### config.mk
export PLATFORM = sky130hd
export DESIGN_NAME = i2c_cmd_sequencer
export DESIGN_NICKNAME = d
export VERILOG_FILES = /design/src/rtl/i2c_cmd_sequencer.sv
export SDC_FILE = /design/constraint.sdc
export NUM_CORES = 1
export LEC_CHECK = 0
export CAP_MARGIN = 20
export CELL_PAD_IN_SITES_DETAIL_PLACEMENT = 1
export CELL_PAD_IN_SITES_GLOBAL_PLACEMENT = 2
export CORE_MARGIN = 2
export CORE_UTILIZATION = 35
export CTS_BUF_LIST = sky130_fd_sc_hd__clkbuf_8
export CTS_CLUSTER_SIZE = 40
export DETAILED_ROUTE_END_ITERATION = 8
export MAX_ROUTING_LAYER = met4
export PLACE_DENSITY = 0.75
export RECOVER_POWER = 100
export SETUP_SLACK_MARGIN = 0.02
export SYNTH_ARGS = -nofsm -noshare
export SYNTH_HDL_FRONTEND = slang
export SYNTH_SLANG_ARGS = --single-unit
### constraint.sdc
create_clock -name clk -period 3.5 [get_ports clk]
set_clock_uncertainty 0.1 [all_clocks]
set_input_delay 0.7 -clock clk [delete_from_list [all_inputs] [get_ports clk]]
set_output_delay 0.7 -clock clk [all_outputs]
set_load 0.005 [all_outputs]
### src/rtl/i2c_cmd_sequencer.sv
// Command sequencer in front of the i2c master/slave top: queues host transactions,
// drives one level-sensitive request at a time and returns read data plus a timeout flag.
module i2c_cmd_sequencer #(
    parameter int ADDR_BYTES = 1,
    parameter int DATA_BYTES = 2,
    parameter int FIFO_DEPTH = 4,
    parameter int TIMEOUT    = 4095
) (
    input  logic                    clk,
    input  logic                    reset,
    input  logic                    cmd_valid,
    output logic                    cmd_ready,
    input  logic                    cmd_rw,
    input  logic                    cmd_multi,
    input  logic [6:0]              cmd_chip,
    input  logic [8*ADDR_BYTES-1:0] cmd_reg,
    input  logic [8*DATA_BYTES-1:0] cmd_wdata,
    output logic                    rsp_valid,
    input  logic                    rsp_ready,
    output logic [8*DATA_BYTES-1:0] rsp_rdata,
    output logic                    rsp_err,
    output logic                    i2c_enable,
    output logic [6:0]              i2c_chip,
    output logic [8*ADDR_BYTES-1:0] i2c_reg,
    output logic [8*DATA_BYTES-1:0] i2c_wdata,
    output logic                    i2c_write_en,
    output logic                    i2c_read_en,
    output logic                    i2c_mode,
    input  logic                    i2c_done,
    input  logic [8*DATA_BYTES-1:0] i2c_rdata
);

    localparam int RAW = 8 * ADDR_BYTES;
    localparam int DW  = 8 * DATA_BYTES;
    localparam int PW  = $clog2(FIFO_DEPTH);
    localparam int CW  = PW + 1;
    localparam logic [15:0] TIMER_LAST = 16'(TIMEOUT - 1);

    typedef struct packed {
        logic           rw;
        logic           multi;
        logic [6:0]     chip;
        logic [RAW-1:0] reg_addr;
        logic [DW-1:0]  wdata;
    } cmd_t;

    typedef enum logic [2:0] {
        S_IDLE,
        S_SETUP,
        S_LAUNCH,
        S_WAIT,
        S_RESP,
        S_GAP
    } state_t;

    cmd_t          r_mem [FIFO_DEPTH];
    logic [PW-1:0] r_wr_ptr;
    logic [PW-1:0] r_rd_ptr;
    logic [CW-1:0] r_count;

    state_t        r_state;
    logic [15:0]   r_timer;
    logic          r_done_d;
    logic          r_cur_rw;
    logic          r_enable;
    logic [6:0]    r_chip;
    logic [RAW-1:0] r_reg;
    logic [DW-1:0] r_wdata;
    logic          r_mode;
    logic          r_write_en;
    logic          r_read_en;
    logic          r_rsp_valid;
    logic [DW-1:0] r_rsp_rdata;
    logic          r_rsp_err;

    cmd_t w_cmd_in;
    cmd_t w_head;
    logic w_empty;
    logic w_full;
    logic w_pop;
    logic w_push;
    logic w_done_rise;

    assign w_cmd_in    = '{rw: cmd_rw, multi: cmd_multi, chip: cmd_chip,
                           reg_addr: cmd_reg, wdata: cmd_wdata};
    assign w_head      = r_mem[r_rd_ptr];
    assign w_empty     = (r_count == '0);
    assign w_full      = (r_count == CW'(FIFO_DEPTH));
    assign w_pop       = (r_state == S_IDLE) && !w_empty;
    // A full FIFO still takes a push on the cycle the head is popped.
    assign cmd_ready   = !w_full || w_pop;
    assign w_push      = cmd_valid && cmd_ready;
    assign w_done_rise = i2c_done && !r_done_d;

    // NOTE: storage has no reset; the pointers alone define which entries are valid.
    always_ff @(posedge clk) begin
        if (w_push) begin
            r_mem[r_wr_ptr] <= w_cmd_in;
        end
    end

    always_ff @(posedge clk) begin
        if (!reset) begin
            r_wr_ptr <= '0;
            r_rd_ptr <= '0;
            r_count  <= '0;
        end else begin
            if (w_push) r_wr_ptr <= r_wr_ptr + 1'b1;
            if (w_pop)  r_rd_ptr <= r_rd_ptr + 1'b1;
            if (w_push && !w_pop) begin
                r_count <= r_count + 1'b1;
            end else if (!w_push && w_pop) begin
                r_count <= r_count - 1'b1;
            end
        end
    end

    always_ff @(posedge clk) begin
        if (!reset) begin
            r_state     <= S_IDLE;
            r_timer     <= '0;
            r_done_d    <= 1'b0;
            r_cur_rw    <= 1'b0;
            r_enable    <= 1'b0;
            r_chip      <= '0;
            r_reg       <= '0;
            r_wdata     <= '0;
            r_mode      <= 1'b0;
            r_write_en  <= 1'b0;
            r_read_en   <= 1'b0;
            r_rsp_valid <= 1'b0;
            r_rsp_rdata <= '0;
            r_rsp_err   <= 1'b0;
        end else begin
            r_done_d <= i2c_done;
            case (r_state)
                S_IDLE: begin
                    if (!w_empty) begin
                        r_enable <= 1'b1;
                        r_cur_rw <= w_head.rw;
                        r_chip   <= w_head.chip;
                        r_reg    <= w_head.reg_addr;
                        r_wdata  <= w_head.wdata;
                        r_mode   <= w_head.multi;
                        r_state  <= S_SETUP;
                    end else begin
                        r_enable <= 1'b0;
                    end
                end
                S_SETUP: r_state <= S_LAUNCH;
                S_LAUNCH: begin
                    r_read_en  <= r_cur_rw;
                    r_write_en <= !r_cur_rw;
                    r_timer    <= '0;
                    r_state    <= S_WAIT;
                end
                S_WAIT: begin
                    // A done edge coinciding with the last timer cycle counts as success.
                    if (w_done_rise) begin
                        r_rsp_valid <= 1'b1;
                        r_rsp_rdata <= r_cur_rw ? i2c_rdata : '0;
                        r_rsp_err   <= 1'b0;
                        r_write_en  <= 1'b0;
                        r_read_en   <= 1'b0;
                        r_state     <= S_RESP;
                    end else if (r_timer == TIMER_LAST) begin
                        r_rsp_valid <= 1'b1;
                        r_rsp_rdata <= '0;
                        r_rsp_err   <= 1'b1;
                        r_write_en  <= 1'b0;
                        r_read_en   <= 1'b0;
                        r_state     <= S_RESP;
                    end else begin
                        r_timer <= r_timer + 16'd1;
                    end
                end
                S_RESP: begin
                    if (rsp_ready) begin
                        r_rsp_valid <= 1'b0;
                        r_state     <= S_GAP;
                    end
                end
                S_GAP:   r_state <= S_IDLE;
                default: r_state <= S_IDLE;
            endcase
        end
    end

    assign rsp_valid    = r_rsp_valid;
    assign rsp_rdata    = r_rsp_rdata;
    assign rsp_err      = r_rsp_err;
    assign i2c_enable   = r_enable;
    assign i2c_chip     = r_chip;
    assign i2c_reg      = r_reg;
    assign i2c_wdata    = r_wdata;
    assign i2c_write_en = r_write_en;
    assign i2c_read_en  = r_read_en;
    assign i2c_mode     = r_mode;

endmodule
# --- Yosys cells after proc, flatten, opt, wreduce, memory -nomap -nowiden ---
# Memory sizes are Yosys's and may differ from the RTL's. A register that Yosys moved wholly into a read port is not among the register bits.
# Index checks and enable logic that the tools add are counted.
totals:
  ff_bits: 48
  mem_bits_rw: 132
  inputBits: 54
  output_inout_bits: 54
  word_cells: 80
  memories: 1
classes:
  add_sub_neg: 5
  n_eq_ne: 11
  muxes: 25
  bitwise: 1
  reduce_logical: 25
memory_table:
  columns: ["name", "depth", "width", "read_ports", "rd_ports_with_merged_regs", "wr", "line", "rtl"]
  rows:
  - ["r_mem", 4, 33, 1, 1, 1, "56", "cmd_t r_mem [FIFO_DEPTH];"]
op_table:
  columns: ["op", "count"]
  rows:
  - ["16-bit two-way mux", 5]
  - ["16-bit case mux with 2 select lines", 1]
  - ["3-bit two-way mux", 6]
  - ["16-bit by 1-bit adder with 16-bit output, second input constant", 1]
  - ["16-bit by 12-bit equality test with 1-bit output, second input constant", 1]
  - ["3-bit case mux with 5 select lines", 1]
  - ["1-bit two-way mux", 9]
  - ["3-bit AND reduction", 3]
  - ["2-bit != test, second input constant", 4]
  - ["2-bit nonzero test", 4]
  - ["1-bit zero test", 7]
  - ["3-bit by 2-bit equality test with 1-bit output, second input constant", 2]
  - ["3-bit equality test, second input constant", 2]
  - ["3-bit zero test", 2]
  - ["1-bit case mux with 2 select lines", 3]
  - ["2-bit AND reduction", 3]
  - ["1-bit logical AND", 5]
  - ["2-bit by 1-bit adder with 2-bit output, second input constant", 2]
  - ["3-bit by 1-bit adder with 3-bit output, second input constant", 1]
  - ["3-bit by 1-bit equality test with 1-bit output, second input constant", 1]
  - ["3-bit != test, second input constant", 1]
  - ["3-bit by 1-bit subtractor with 3-bit output, second input constant", 1]
  - ["1-bit logical OR", 1]
  - ["1-bit inverter", 1]

# --- Longest topological paths before layout ---
# Gate-level depths: netlist of run 1.
depth:
  depth_word: 9
  depth_mapped: 12
  depth_no_buf: 9

# --- Least setup slack after synthesis of run 1 ---
# OpenSTA, ideal clock, no wires.
synth_path:
  path_type: "register -> register"
  from: "reg r_count[0]"
  to: "reg r_count[2]"
  setup_time_ps: 70
  arrival_ps: 2422
  required_ps: 3330
  setup_slack_ps: 907
  stages_incl_launch_ff: 12
  n_path_buf: 2
  period_less_slack_ps: 2593
  cell_sequence: "dfxtp_1 > or3_1 > and2_1 > buf_2 > inv_2 > buf_2 > ha_1 > inv_1 > fa_1 > xor2_1 > or3_1 > a21oi_1"
synth_between:
  elab_chain_cells: 8
  word_cells_on_any_way: 16
  classes_between: "2 x add/sub; 1 x eq/ne; 2 x mux; 11 x reduce/logical"
synth_rtl:
  columns: ["element", "line", "rtl"]
  rows:
  - ["from (decl)", "59", "logic [CW-1:0] r_count;"]
  - ["from (signal assigned)", "111", "r_count <= r_count + 1'b1;"]
  - ["from (signal assigned)", "113", "r_count <= r_count - 1'b1;"]
  - ["parallel branches: the longest is 8 deep, another holds 3-bit by 1-bit subtractor with 3-bit output", null, null]
# Several ways; the timed one is not identified. The select of a mux whose other input is x is not followed.
# A chain may end at the register's enable or synchronous reset.

# --- Final worst setup path of run 1 ---
layout_path:
  from: "in reset"
  to: "reg r_timer[1]"
layout_lines:
  columns: ["element", "line", "rtl"]
  rows:
  - ["from (decl)", "10", "input logic reset,"]
  - ["to (signal assigned)", "174", "r_timer <= r_timer + 16'd1;"]
  - ["to (decl)", "62", "logic [15:0] r_timer;"]
# No word-level cell between the ends.

==> results.md, run 1 <==
- Most used DFF post-synth: edfxtp_1
- Clock latency on the worst-skew pair: 0.53 ns
- Die height: 155.5 um
- Worst Path Max Fanout: 47
- Initial antenna violation count: 5
- Hpwl dp: 11680 um
- Routed WL: 18730 um
- Finished Cell Area: 10150 um^2
- Final GP Congestion: 0.8487
- Layout Cells excl Fill: 993
- First-pass GRT wire length: 29520 um
- CTS tree: yes
- Synth warn: 0
- Post-DP Area: 9432 um^2
- Postcts setup bufs: 0
- Core ar.: 22570 um^2
- Final ANT Viol Nets: 0
- Placed Cells incl. Taps: 921
- Most flops, register: r_mem
- # resized after CTS: 0
- Die Footprint: 24170 um^2
- P_leak: 3.595 nW
- #FFs+latches synth: 213
- Top delay family on crit path: buffers and inverters
- Clock transition at path regs: 0.06 ns
- Gate Count Post-Synth: 548
- IO Pins: 108
- Starting Density: 35.57%
- Vias per cell: 5.110
- TNS Setup: 0 ns
- DR iter-0 viols: 317
- Peak supply drop: 0.3003 mV
- Startpoint Class: input port
- Max_cap viols: 0
- Critical Path RT: 3.81 ns
- Slew of the pin with the lowest slew margin: 1.233 ns
- Yosys top cell by area: edfxtp_1
- Hold Fails Final Rpt: 0
- Largest net degree at the start of global routing: 48
- Floorplan die width: 155.5 um
- RSZ-0062 raised after global routing: false
- DR pass1 iterations: 4
- CP endpoint kind: flop
- Share of the synthesized area in the top cell type: 49.37%
- FP Rows: 55
- CP Class: in2reg
- Clock Path Buffers: 3
- Arr. time, crit path: 3.36 ns
- Sequential cell area: 5588 um^2
- Inserted Clock Buffers: 37
- Register area share after synthesis: 69.57%
- EDFF count, synth: 132
- CTS root buf: clkbuf_8
- CP cell instances: dlygate4sd3_1, clkbuf_1, inv_1, clkbuf_2, o41ai_1
- Slowest stage delay, CP: 0.74 ns
- Max Fclk: 328.5 MHz
- Syn Std Cell Area: 8029 um^2
- Ranking of synthesized cells by area: edfxtp_1 (49%), dfxtp_1 (20%), mux4_2 (9.3%), nand2_1 (3.8%), a21oi_1 (2.6%)
- Clock sink count: 213
- Via Count: 5074
- Syn Nets: 610
- Buf/Inv on CP: 4
- Total grt overflow: 0
- Share of cells above drive strength 1: 15.22%
- Period minus WS final: 3.044 ns
- Avg Inst Size Synth: 14.65 um^2
- Fin nets: 737
- Layout area overhead: 26.41%
- Number of flip-flops in the largest register: 132
- Min-Delay Path Class: reg2reg
- Slowest CP cell: clkbuf_2
- Total track usage: 16.22%
- # hold bufs at CTS: 0
- Layout filler cell count: 2291
- Final Setup Violations: 0
- H-Tree Depth: 2
- Multi-input gate area: 2275 um^2
- DRC: 0
- PortBufs: 107
- P per Cell Area: 685.7 nW/um^2
- Slew Limit Fails: 0
- Vias in the first global route: 5549
- Final cycle utilization of the critical path: 86.96%
- Run status: complete, no violations
- Max_slew headroom: 17.79%
- WHS: 0.3559 ns
- Synth async-reset ratio: 0%
- WL/cell: 18.86 um
- Yosys cell types: 56
layout by cell type (no fill, tap or decap), types with 4 or more instances in the layout:
cell type / n
inv_1: 21
o31ai_1: 5
nand3_1: 6
o21ai_0: 8
clkbuf_8: 44
clkinv_1: 4
clkdlybuf4s50_1: 19
dfxtp_1: 79
edfxtp_1: 132
ha_1: 7
nor4_1: 4
a21oi_1: 43
buf_4: 4
clkbuf_2: 5
mux4_2: 33
dlygate4sd3_1: 88
a22o_1: 16
nor3_1: 4
diode_2: 5
and3_2: 4
nor2_1: 19
o211ai_1: 5
nand2_1: 82
cells by family (layout without fill, tap and decap cells):
kind of cell / count (synthesis) / in the layout / share of synthesized area, %
buf+inv: 39 / 194 / 2.088
compound gates: 101 / 101 / 8.540
flops: 213 / 213 / 69.57
mux: 36 / 36 / 9.662
simple gates: 146 / 146 / 8.259
other cells: 0 / 5 / 0
fa+ha+maj: 8 / 8 / 1.340
xor+xnor: 5 / 5 / 0.5455
where the power goes:
part           leakage, nW  internal [W]  switching (W)
Clock                0.428       0.00122       0.000986
Sequential            1.87       0.00300       0.000246
Combinational         1.29      0.000725       0.000776
cells in the mapped netlist (4+ instances only):
cell and instances:
and2_1 4, inv_1 8, nor4_1 4, ha_1 7, nor3_1 5, mux4_2 33, and3_1 7, o211ai_1 4
nand2_1 82, nor2_1 19, o21ai_0 7, buf_2 11, a21oi_1 42, dfxtp_1 81, edfxtp_1 132, a22o_1 16
clkbuf_1 14, nand3_1 6, o31ai_1 5, buf_1 4
metrics by stage:
step                power, W  utilization (%)  setup slack, ns
finish              0.006960            44.97           0.4563
global route        0.007364            44.97           0.2660
CTS                 0.007176            45.04           0.5377
detailed placement  0.004923            41.78           0.6072
global placement    0.004858            41.78           0.6845
floorplan           0.004142                -           0.9074
tightest hold or removal path: cells and delay by family (launching register included):
kind / cells / cell delay [ns]
AO/OA/AOI/OAI: 1 / 0.05
flip-flops: 1 / 0.30
AND/OR/NAND/NOR: 1 / 0.05
layout make-up:
class / instances / share of cell area, %
diodes: 5 / 0.1233
clock buffers: 44 / 5.966
clock inverters: 23 / 1.270
inverters: 9 / 0.3328
multi-input cells: 296 / 22.41
flip-flops and latches: 213 / 55.05
well taps: 285 / 3.513
repair buffers: 118 / 11.33
final timing paths:
path	startpoint	end	slack, ns	depth (start not counted)
worst max-delay path	reset	r_timer[1]	0.46	5
worst min-delay path	i2c_chip[2]	i2c_chip[2]	0.36	2
worst max register to register	r_timer[8]	rsp_rdata[3]	0.68	5
worst min register to register	i2c_chip[2]	i2c_chip[2]	0.36	2
layer usage:
metal  GRT usage [%]  wire, um  vias up
li1                -         -     2358
met1           18.88      8036     2554
met2           27.43      9345      131
met3           4.178      1041       31
met4           5.505       303        0
met5               -         0        -
(Power assumes the default switching activity.)
==> inputs of run 2 (changes only) <==
--- a/config.mk
+++ b/config.mk
@@ -14,7 +14,7 @@
 export CTS_CLUSTER_SIZE = 40
 export DETAILED_ROUTE_END_ITERATION = 8
 export MAX_ROUTING_LAYER = met4
-export PLACE_DENSITY = 0.75
+export PLACE_DENSITY_LB_ADDON = 0.08
 export RECOVER_POWER = 100
 export SETUP_SLACK_MARGIN = 0.02
 export SYNTH_ARGS = -nofsm -noshare
==> run 2 against run 1 <==
Effect of this change:
- the run now ends with max-capacitance violations, max-slew violations left
- non-clock buffer count increased by 3
- flip-flop and latch count unchanged
- critical path depth decreased by 2
- register-to-register slack got worse by 0.17 ns
- sequential power about the same
- design area about the same
- largest power group unchanged
- final cell count increased by 0.10%
- utilization about the same
- maximum frequency increased by 1.7%
- wire length increased by 0.52%
==> results.md, run 2 (synthesis results as in run 1) <==
- # resized after CTS: 0
- DR iter-0 viols: 191
- Met3 Use GR: 4.123%
- FP Rows: 55
- Initial antenna violation count: 2
- Total track usage: 16.44%
- Commonest non-fill, non-tap cell in the layout: edfxtp_1
- Die Footprint: 24170 um^2
- Failing checks: max-capacitance violations, max-slew violations
- Run status: finished, violations left
- Die height: 155.5 um
- DRC: 0
- Postcts setup bufs: 0
- Slowest CP cell: dlygate4sd3_1
- Slew of the pin with the lowest slew margin: 1.799 ns
- PortBufs: 107
- Clock Path Buffers: 3
- CP cell instances: or3_1, nand3_1, dlygate4sd3_1
- CP endpoint kind: primary output
- Leading cell types in the layout, fill and taps excluded: edfxtp_1 (132), dlygate4sd3_1 (88), nand2_1 (82), dfxtp_1 (79), clkbuf_8 (44)
- Routed WL: 18820 um
- Clock latency on the worst-skew pair: 0.52 ns
- Grt met1 use: 19.71%
- Number of flip-flops in the largest register: 132
- Share of cells above drive strength 1: 14.14%
- Final GP Congestion: 0.8042
- TNS Setup: 0 ns
- Final Setup Violations: 0
- Starting Density: 35.57%
- CTS tree: yes
- IO Pins: 108
- RSZ-0062 raised after global routing: false
- Period minus WS final: 2.993 ns
- Worst Path Max Fanout: 12
- Critical Path RT: 2.70 ns
- Vias in the first global route: 5465
- Hold Fails Final Rpt: 0
- Vias per cell: 5.115
- P per Cell Area: 686.4 nW/um^2
- Peak supply drop: 0.3662 mV
- Startpoint Class: flop
- R2R cell count: 5
- Arr. time, crit path: 2.19 ns
- Layout Cells excl Fill: 994
- Top Usage Layer GRT: met2
- Max_slew headroom: -19.93%
- Max Fclk: 334.2 MHz
- WL/cell: 18.94 um
- Final cycle utilization of the critical path: 85.50%
- Total grt overflow: 0
- CP Class: reg2out
- Core ar.: 22570 um^2
- Min-Delay Path Class: reg2reg
- Fin nets: 742
- H-Tree Depth: 2
- Post-DP Area: 9467 um^2
- GRT met2 Usage: 27.48%
- Slowest stage delay, CP: 0.64 ns
- # hold bufs at CTS: 0
- Final ANT Viol Nets: 0
- DR pass1 iterations: 4
- Placed Cells incl. Taps: 924
- Layout filler cell count: 2283
- Slew Limit Fails: 34
- Hold Crit Depth: 2
- Floorplan die width: 155.5 um
- Via Count: 5084
- Clock sink count: 213
- Inserted Clock Buffers: 39
- Most flops, register: r_mem
- Max_cap viols: 1
- Finished Cell Area: 10140 um^2
- Layout area overhead: 26.29%
- Largest net degree at the start of global routing: 36
- Clock transition at path regs: 0.05 ns
- P_leak: 3.563 nW
- CTS root buf: clkbuf_8
- Hpwl dp: 11780 um
- First-pass GRT wire length: 29950 um
run 2: cell count changes in the layout (fill, tap and decap cells not counted), moves of 2 or more:
| cell | previous run | this run |
|---|---|---|
| clkbuf_1 | 1 | 7 |
| and3_1 | 3 | 5 |
| and3_2 | 4 | 2 |
| diode_2 | 5 | 2 |
| inv_1 | 21 | 17 |
| clkinv_1 | 4 | 10 |
| clkbuf_2 | 5 | 2 |
run 2: path summary, 6_finish.rpt:
check / from / to / slack, ns
max: r_state[0] / cmd_ready / 0.51
min: i2c_wdata[14] / i2c_wdata[14] / 0.35
max reg2reg: r_timer[8] / rsp_rdata[12] / 0.51
min reg2reg: i2c_wdata[14] / i2c_wdata[14] / 0.35
run 2: where the power goes:
part           internal [W]  total, W  leakage (nW)  switching, W
sequential          0.00300   0.00322          1.87      0.000221
clock               0.00122   0.00222         0.412      0.000997
combinational      0.000725   0.00152          1.28      0.000792
total               0.00495   0.00696          3.56       0.00201
run 2: metrics by stage:
step / hold WS [ns] / setup slack, ns / utilization (%) / total power (W)
2_1_floorplan: 0.3487 / 0.9074 / - / 0.004142
3_3_place_gp: 0.3428 / 0.6954 / 41.94 / 0.004898
3_5_place_dp: 0.3475 / 0.6175 / 41.94 / 0.004934
4_1_cts: 0.3549 / 0.5498 / 45.19 / 0.007190
5_1_grt: 0.3766 / 0.3050 / 44.92 / 0.007396
6_report: 0.3476 / 0.5075 / 44.92 / 0.006959
run 2: layout make-up:
class	instances	area [um^2]	share of cell area [%]
antenna	2	5.005	0.04936
inverter	9	33.78	0.3332
timing repair buffer	121	1157	11.41
sequential	213	5588	55.11
multi-input combinational	296	2266	22.35
tap	285	356.6	3.517
clock inverter	24	127.6	1.259
clock buffer	44	605.6	5.972
run 2: metal layers:
metal | up-vias | part of all wire [%] | wire length [um]
met5 | - | 0 | 0
li1 | 2353 | - | -
met3 | 34 | 5.7 | 1070
met2 | 147 | 48 | 9128
met1 | 2550 | 44 | 8249
met4 | 0 | 2.0 | 375
run 2: worst max-delay path: cells and delay by family, from the launching register on:
kind / cells / cell delay (ns)
buffers and inverters: 1 / 0.64
AND/OR/NAND/NOR: 2 / 0.63
flip-flops: 1 / 0.42
